## src/rtl/serial_frame_rx.sv

```systemverilog
// serial_frame_rx
// Deframes the registered serial bit stream coming out of the upstream input
// flip-flop into parallel words.
//
// Frame format on the line (one bit per bit_en strobe, line idles high):
//   start(0), DATA_W data bits LSB first, optional parity bit, stop(1).
//
// Ports:
//   clk        - system clock, all state changes on the rising edge
//   rst        - asynchronous active-high reset
//   din        - serial bit from the upstream flop's Q
//   bit_en     - sample strobe; din only matters on cycles where it is 1
//   data_out   - last received word (held until the next data_valid)
//   data_valid - one-cycle pulse when data_out/parity_err/frame_err update
//   parity_err - last frame's parity bit did not match
//   frame_err  - last frame's stop bit was sampled as 0
//   busy       - receiver is inside a frame (any state but IDLE)
//   err_count  - saturating count of frames that had any error

module serial_frame_rx #(
  parameter int DATA_W     = 8,
  parameter bit PARITY_EN  = 1'b1,
  parameter bit ODD_PARITY = 1'b0
) (
  input  logic              clk,
  input  logic              rst,
  input  logic              din,
  input  logic              bit_en,
  output logic [DATA_W-1:0] data_out,
  output logic              data_valid,
  output logic              parity_err,
  output logic              frame_err,
  output logic              busy,
  output logic [7:0]        err_count
);

  localparam int CNT_W = (DATA_W > 1) ? $clog2(DATA_W) : 1;
  localparam logic [CNT_W-1:0] LAST_IDX = CNT_W'(DATA_W - 1);

  typedef enum logic [1:0] {
    IDLE,
    DATA,
    PARITY,
    STOP
  } state_t;

  state_t            r_state;
  state_t            w_nextState;
  logic [CNT_W-1:0]  r_count;
  logic [DATA_W-1:0] r_shift;
  logic              r_parityBit;
  logic [DATA_W-1:0] r_dataOut;
  logic              r_dataValid;
  logic              r_parityErr;
  logic              r_frameErr;
  logic [7:0]        r_errCount;

  logic              w_expParity;
  logic              w_parityErr;
  logic              w_frameErr;

  // State register.
  always_ff @(posedge clk or posedge rst) begin
    if (rst) begin
      r_state <= IDLE;
    end else begin
      r_state <= w_nextState;
    end
  end

  // Next-state logic; the FSM only ever moves on a strobe. Leaving STOP always
  // goes to IDLE, so a 0 stop bit is never reused as the next start bit.
  always_comb begin
    w_nextState = r_state;
    if (bit_en) begin
      case (r_state)
        IDLE:    if (!din) w_nextState = DATA;
        DATA:    if (r_count == LAST_IDX) w_nextState = PARITY_EN ? PARITY : STOP;
        PARITY:  w_nextState = STOP;
        STOP:    w_nextState = IDLE;
        default: w_nextState = IDLE;
      endcase
    end
  end

  // Frame checks evaluated during the stop-bit strobe, when the word is complete.
  assign w_expParity = (^r_shift) ^ ODD_PARITY;
  assign w_parityErr = PARITY_EN & (r_parityBit != w_expParity);
  assign w_frameErr  = ~din;

  // Datapath: bit capture while inside a frame, and the result registers that
  // update together with the data_valid pulse on the stop-bit strobe.
  always_ff @(posedge clk or posedge rst) begin
    if (rst) begin
      r_count     <= '0;
      r_shift     <= '0;
      r_parityBit <= 1'b0;
      r_dataOut   <= '0;
      r_dataValid <= 1'b0;
      r_parityErr <= 1'b0;
      r_frameErr  <= 1'b0;
      r_errCount  <= 8'd0;
    end else begin
      r_dataValid <= 1'b0;
      if (bit_en) begin
        case (r_state)
          IDLE: begin
            r_count <= '0;
          end
          DATA: begin
            r_shift[r_count] <= din;
            r_count          <= r_count + CNT_W'(1);
          end
          PARITY: begin
            r_parityBit <= din;
          end
          STOP: begin
            r_dataOut   <= r_shift;
            r_dataValid <= 1'b1;
            r_parityErr <= w_parityErr;
            r_frameErr  <= w_frameErr;
            if ((w_parityErr || w_frameErr) && (r_errCount != 8'hFF)) begin
              r_errCount <= r_errCount + 8'd1;
            end
          end
          default: begin
            r_count <= '0;
          end
        endcase
      end
    end
  end

  assign data_out   = r_dataOut;
  assign data_valid = r_dataValid;
  assign parity_err = r_parityErr;
  assign frame_err  = r_frameErr;
  assign err_count  = r_errCount;
  assign busy       = (r_state != IDLE);

endmodule
```

## config.mk

```make
export PLATFORM = sky130hd
export DESIGN_NAME = serial_frame_rx
export DESIGN_NICKNAME = d
export VERILOG_FILES = /design/src/rtl/serial_frame_rx.sv
export SDC_FILE = /design/constraint.sdc
export NUM_CORES = 1
export LEC_CHECK = 0
export ABC_AREA = 0
export CELL_PAD_IN_SITES_DETAIL_PLACEMENT = 0
export CELL_PAD_IN_SITES_GLOBAL_PLACEMENT = 1
export CORE_MARGIN = 3
export CORE_UTILIZATION = 46
export CTS_CLUSTER_SIZE = 20
export DETAILED_ROUTE_END_ITERATION = 10
export GPL_ROUTABILITY_DRIVEN = 0
export PLACE_DENSITY_LB_ADDON = 0.3
export SYNTH_ARGS = -nofsm -noshare
export SYNTH_HDL_FRONTEND = slang
export SYNTH_SLANG_ARGS = --single-unit
export TNS_END_PERCENT = 1
```

## constraint.sdc

```tcl
create_clock -name clk -period 4.6 [get_ports clk]
set_input_delay 0.46 -clock clk [delete_from_list [all_inputs] [get_ports clk]]
set_output_delay 0.46 -clock clk [all_outputs]
set_load 0.02 [all_outputs]
```

# Yosys cells after proc, flatten, opt, wreduce, memory -nomap -nowiden
# Cells that the tools add are included.
[word_totals] word_cells=44 reg_bits=33
[classes] mux=9 reduce_logical=13 addsub=2 n_eq_ne=8 n_lt_le_gt_ge=2 bitwise_logic=1
[ops] op="$add A8 B1 Y8 const B" n=1
[ops] op="$bwmux W8" n=1
[ops] op="$ne A8 B8 Y1 const B" n=1
[ops] op="$pmux W2 S4" n=1
[ops] op="$reduce_and A2 Y1" n=4
[ops] op="$reduce_xor A8 Y1" n=1
[ops] op="$pmux W3 S2" n=1
[ops] op="$reduce_and A3 Y1" n=2
[ops] op="$eq A2 B2 Y1 const B" n=2
[ops] op="$lt A3 B4 Y1 const B" n=1
[ops] op="$mux W2" n=2
[ops] op="$ne A2 B2 Y1 const B" n=2
[ops] op="$reduce_bool A2 Y1" n=2
[ops] op="$add A3 B1 Y3 const B" n=1
[ops] op="$demux W1 S3" n=1
[ops] op="$eq A3 B3 Y1 const B" n=1
[ops] op="$ge A3 B1 Y1 const B" n=1
[ops] op="$mux W1" n=3
[ops] op="$eq A2 B1 Y1 const B" n=1
[ops] op="$logic_and A1 B1 Y1" n=2
[ops] op="$logic_not A2 Y1" n=1
[ops] op="$logic_or A1 B1 Y1" n=1
[ops] op="$ne A1 B1 Y1" n=1
[ops] op="$not A1 Y1" n=1

# Depth between registers and ports, before layout
# Gate-level depths: netlist of the first run.
[logic_depth] depth_word=5 ltp_mapped=6 depth_no_buf=6

# Worst setup path after synthesis of the first run
# OpenSTA, ideal clock, no wires.
[synth_timing] path_type="register to register" start="reg r_errCount[0], in the netlist err_count[0]" end="reg r_errCount[5], in the netlist err_count[5]" arrival_ns=1.840 n_path_buf=0 setup_ns=0.080 setup_slack_ns=2.680 path_stages_with_launch=7 required_ns=4.520 period_less_slack_ns=1.920 cell_sequence="dfrtp_1 > ha_1 > and3_1 > and3_1 > or3_1 > nor3_1 > xor2_1"
[synth_via] elab_chain_cells=3 elab_cells_between_ends=4 cone_classes="add/sub (1); eq/ne (1); reduce/logical (2)"
[synth_rtl] element="from (decl)" line="56" rtl="logic [7:0] r_errCount;"
[synth_rtl] element="from (signal assigned)" line="123" rtl="r_errCount <= r_errCount + 8'd1;"
[synth_rtl] element="branches (longest 3 deep; another with $add A8 B1 Y8)"
# Several ways; the timed one is not identified.
# A chain may end at the register's enable or synchronous reset.

# Worst setup path in the final report of the first run
[layout_timing] start="reg r_state[1]" end="out busy"
[layout_via] elab_chain_cells=1
[layout_rtl] element="from (decl)" line="47" rtl="state_t r_state;"
[layout_rtl] element="from (signal assigned)" line="67" rtl="r_state <= w_nextState;"
[layout_rtl] element="$reduce_bool A2 Y1" line="139" rtl="assign busy = (r_state != IDLE);"
[layout_rtl] element="to (decl)" line="33" rtl="output logic busy,"
# Every way passes these cells.

==> results of run 1 <==
## layer usage
metal  part of all wire  GRT usage  vias up
met3              0.045     0.0451        5
li1                   -          -      500
met2               0.47      0.230       21
met4              0.015     0.0633        0
met5                  0          0        -
met1               0.47      0.197      488
## kinds of logic (layout without fill, tap and decap cells)
logic type,count (synthesis),count (layout),synth area share
compound gates,7,7,0.0306
xor+xnor,12,12,0.0840
fa+ha+maj,8,8,0.0628
buf+inv,8,37,0.0188
flops,33,33,0.518
mux,20,20,0.151
simple gates,42,42,0.135
## power by group through the flow
stage | logic, W | clock network (W) | registers [W]
after CTS | 0.000736 | 0.000230 | 0.000507
after global routing | 0.000795 | 0.000241 | 0.000527
final | 0.000724 | 0.000222 | 0.000504
after floorplan | 0.000454 | 0 | 0.000565
after detailed placement | 0.000734 | 0 | 0.000512
after global placement | 0.000719 | 0 | 0.000507
## worst max-delay path: stages (launching register included)
cell and delay, ns:
dfrtp_1 0.40, inv_1 0.10, ha_1 0.22, inv_1 0.07, clkdlybuf4s50_1 0.61
## area by class of cell
type / instances / share of cell area
multi-input cells: 89 / 0.377
clock buffers: 7 / 0.0281
clock inverters: 1 / 0.0153
repair buffers: 24 / 0.121
well taps: 44 / 0.0281
inverters: 5 / 0.00957
flip-flops and latches: 33 / 0.421
## registers in the layout (all words and copies together) (netlist names)
name,count
r_count,3
data_out,8
data_valid,1
err_count,8
parity_err,1
r_state,2
r_shift,8
frame_err,1
r_parityBit,1
## path summary, 6_finish.rpt
| check | endpoint | from | slack, ns | cells after the start |
|---|---|---|---|---|
| worst max-delay path | busy | r_state[1] | 2.42 | 4 |
| worst min-delay path | parity_err | parity_err | 0.49 | 2 |
| worst max register to register | err_count[1] | r_shift[3] | 2.53 | 5 |
| worst min register to register | parity_err | parity_err | 0.49 | 2 |
| max in group asynchronous | err_count[0] | rst | 3.79 | 3 |
| min in group asynchronous | data_out[0] | rst | 0.51 | 3 |
## stage by stage
stage	hold slack [ns]	std cells	total power [W]	util	instance area, µm²
after floorplan	0.488	130	0.00102	-	1590
after global placement	0.468	195	0.00123	0.590	1880
after detailed placement	0.476	195	0.00125	0.590	1880
after CTS	0.501	203	0.00147	0.617	1960
after global routing	0.523	203	0.00156	0.617	1960
final	0.491	203	0.00145	0.617	1960
## synth_stat cells
| library cell | instances |
|---|---|
| xnor3_1 | 1 |
| inv_1 | 5 |
| nor3b_1 | 1 |
| nor2_1 | 8 |
| a21oi_1 | 1 |
| or3_1 | 1 |
| a32o_1 | 2 |
| ha_1 | 8 |
| nor3_1 | 6 |
| nand2b_1 | 4 |
| nand2_1 | 12 |
| and2_1 | 1 |
| clkbuf_1 | 3 |
| o21ai_0 | 3 |
| nand3_1 | 3 |
| nand3b_1 | 2 |
| xnor2_1 | 3 |
| nor3_4 | 1 |
| xnor3_2 | 1 |
| mux2i_4 | 1 |
| dfrtp_1 | 33 |
| a2bb2oi_1 | 1 |
| mux2_4 | 1 |
| mux2_2 | 18 |
| and3_1 | 3 |
| xor2_1 | 7 |
==> flow_summary.ini, run 1 <==
[run_status]
status = finished, final reports clean

[pwr]
pwr-share-clk = 0.153
power_frac_comb = 0.499
powerDensity_mw_per_mm2 = 740
pwr-share-seq = 0.348
peakVddDrop_mv = 0.389
power_leakage_nw = 0.932
power.internal_w = 0.000924
p_sw_w = 0.000526
p_sw_frac = 0.363

[layout]
layout_commonest_cell = dfrtp_1
fill_cells = 279
regArea_um2 = 826
mostFrequentLayoutCells = dfrtp_1, clkdlybuf4s50_1, mux2_2
multi_input_area_um2 = 738
final_nets = 170
syn_to_final_growth_pct = 23.0
antenna_cells = 0
drive_above_1_share = 0.189

[die]
die_x_um = 64.9
die_area_mm2 = 0.00421
initial_core_util = 0.502
num_rows = 20
die_y_um = 64.9
io_pins = 24
core_area_mm2 = 0.00318

[sta]
skew_ns = 0.00736
grt_setup_unrepaired = no
fin_setup_tns_ns = 0
fin_crit_ns = 2.18
slew_violations = 0
max_slew.worst_pin.slew_ns = 0.597
hold_viol_final = 0
min_period_over_period = 0.474
fin_ws_ns = 2.42
max_slew_margin = 0.601
fmax_ghz = 0.459
setup_violations = 0

[global_route]
grt_util_all_layers = 0.150
grt_overflow = 0
grt_max_degree = 34
grt_pass1_wl_um = 4840
grt_pass1_vias = 1026
antenna_found_initial = 0

[clocking]
h-tree-depth = 2
cts_tree = done
cts_buffer_depth = 2
insertion_delay_ns = 0.32
root_buffer = clkbuf_4
cts_hold_buf = 0
cts-resized-gates = 0
cts_inserted_buffers = 5
post_cts_buffers = 0
cts.sinks = 33
clk_pin_slew_ns = 0.10

[drt]
postRouteAntennaNets = 0
drtIter0Drc = 72
route.detailed.drc = 0
firstDrtPassIters = 4
route.detailed.wl_per_inst_um = 13.4
num_vias = 1014
totalWireLength_um = 2710
vias_per_cell = 5.00

[yosys]
synthTopCellsByArea = dfrtp_1, mux2_2, ha_1
avgSynthCellArea_um2 = 12.3
synth_top_area_share = 0.518
yosys_warnings = 0
ys_ff_latch = 33
ys_seq_area_frac = 0.518
syn_nets = 142
synth_top_area_cell = dfrtp_1
synthCells = 130
syn_area_mm2 = 0.00159
synth_cell_types = 26

[worst_setup_path]
cp_max_fo = 4
criticalPathCategory = reg -> out
arrival_ns = 1.72
crit_path_start_kind = flip-flop
cp.required_ns = 4.14
end_kind = output pin

[run]
max_cap_viol_count = 0

[placed_design]
port-buffer-count = 23
dp_slack_ns = 2.06
hpwlAfterDp_um = 2030

[worst_hold_path]
hp-class = reg -> reg
No activity file was read; power rests on OpenSTA's default activity.
==> run 2, diff against run 1 <==
Settings changed: CORE_UTILIZATION 46 to 38.
Clock period 4.6 ns to 1.8 ns, I/O delays scaled along.
==> flow_summary.ini, run 2 (synthesized netlist as in run 1, its figures left out) <==
[clocking]
insertion_delay_ns = 0.28
root_buffer = clkbuf_8
cts.sinks = 33
h-tree-depth = 2
cts_inserted_buffers = 5
clk_pin_slew_ns = 0.06
cts_tree = done
cts_buffer_depth = 2
post_cts_buffers = 0

[worst_setup_path]
worstReg2RegStart = r_parityBit
reg2reg_to = err_count[1]
arrival_ns = 2.06
cp.required_ns = 1.96
cp_max_fo = 5
ff2ff_setup_slack_ns = -0.1
crit_path_start_kind = flip-flop
criticalPathCategory = reg -> reg
end_kind = flip-flop
reg2reg_depth = 5

[layout]
syn_to_final_growth_pct = 32.8
fill_cells = 336
antenna_cells = 0
layout_commonest_cell = dfrtp_1
mostFrequentLayoutCells = dfrtp_1, clkdlybuf4s50_1, mux2_2
regArea_um2 = 828
drive_above_1_share = 0.310
post-route-cell-area_mm2 = 0.00212
final_nets = 185
multi_input_area_um2 = 778

[sta]
max_slew_margin = 0.670
hold_viol_final = 0
grt_setup_unrepaired = yes
fmax_ghz = 0.526
min_period_over_period = 1.06
skew_ns = 0.00525
slew_violations = 0
fin_ws_ns = -0.0996
max_slew.worst_pin.slew_ns = 0.494
fin_crit_ns = 1.90
setup_violations = 5

[drt]
vias_per_cell = 4.80
highest_layer = met4
wl_met3_um = 128
postRouteAntennaNets = 0
wl_met1_um = 1290
route.detailed.wl_per_inst_um = 13.8
firstDrtPassIters = 4
num_vias = 1066
drtIter0Drc = 29
route.detailed.drc = 0
route.met2.wl_um = 1610
totalWireLength_um = 3060

[pwr]
pwr-share-clk = 0.130
power.internal_w = 0.00253
pwr-share-seq = 0.326
p_sw_frac = 0.366
power_frac_comb = 0.544
peakVddDrop_mv = 0.748
p_sw_w = 0.00146
powerDensity_mw_per_mm2 = 1880
power_leakage_nw = 1.01

[die]
die_area_mm2 = 0.00501
die_x_um = 70.8
die_y_um = 70.8
num_rows = 22
io_pins = 24
core_area_mm2 = 0.00385
initial_core_util = 0.414

[global_route]
antenna_found_initial = 0
grt_overflow = 0
grt_max_degree = 15
grt_pass1_wl_um = 5180
grt_pass1_vias = 1124
grt_util_all_layers = 0.135

[placed_design]
dp_slack_ns = -0.117
place_area_mm2 = 0.00202
port-buffer-count = 23
hpwlAfterDp_um = 2410

[run_status]
violations = setup timing
status = finished, violations left

[run]
max_cap_viol_count = 0

[worst_hold_path]
hp-class = in -> async
## run 2: cell count changes in the layout (fill, tap and decap cells not counted), sizes merged
cell and delta:
clkdlybuf4s50 -1, clkbuf -1, bufinv -1, clkinv +2, dlygate4sd2 +1, buf +15
## run 2: final cells by class
cell class	count	share of cell area
flip-flops and latches	33	0.391
multi-input cells	89	0.368
repair buffers	39	0.165
clock buffers	6	0.0343
well taps	48	0.0284
inverters	5	0.00887
clock inverters	2	0.00473
## run 2: worst max-delay path, cell delays in order (launching register included)
cell and delay, ns:
dfrtp_1 0.41, xnor2_2 0.18, xnor3_2 0.48, mux2i_4 0.24
nor3_4 0.16, mux2_4 0.32
## run 2: routing by layer
layer,vias up,global-route usage
met1,513,0.162
li1,528,-
met3,2,0.0341
met2,23,0.227
met4,0,0.0626
met5,-,0
## run 2: repair_timing
item,CTS,global route
endpoints found under the setup margin,9,9
hold buffers,0,0
pin swaps,6,1
resized for setup,1,3
## run 2: worst max-delay path by stage
stage	startpoint	end	slack, ns	cells after the start
after floorplan	r_parityBit	err_count[1]	-0.03	5
after global placement	r_parityBit	err_count[1]	-0.02	5
after detailed placement	r_parityBit	err_count[1]	-0.12	5
after CTS	r_shift[7]	err_count[1]	-0.14	5
after global routing	r_parityBit	err_count[1]	-0.16	5
final	r_parityBit	err_count[1]	-0.1	5
## run 2: power groups by stage
stage	sequential [W]	clock, W	combinational, W
detailed placement	0.00130	0	0.00217
global route	0.00134	0.000579	0.00234
finish	0.00130	0.000518	0.00216
CTS	0.00129	0.000545	0.00217
floorplan	0.00145	0	0.00118
global placement	0.00128	0	0.00212
## run 2: metrics by stage
stage                     std cells  power (W)  hold slack, ns  TNS (ns)   util
final                           222    0.00398           0.229    -0.261  0.549
after floorplan                 130    0.00263           0.309   -0.0597      -
after CTS                       222    0.00400           0.237    -0.569  0.544
after detailed placement        214    0.00347           0.482    -0.421  0.523
after global routing            222    0.00427           0.307    -0.805  0.549
after global placement          214    0.00340           0.469   -0.0211  0.523
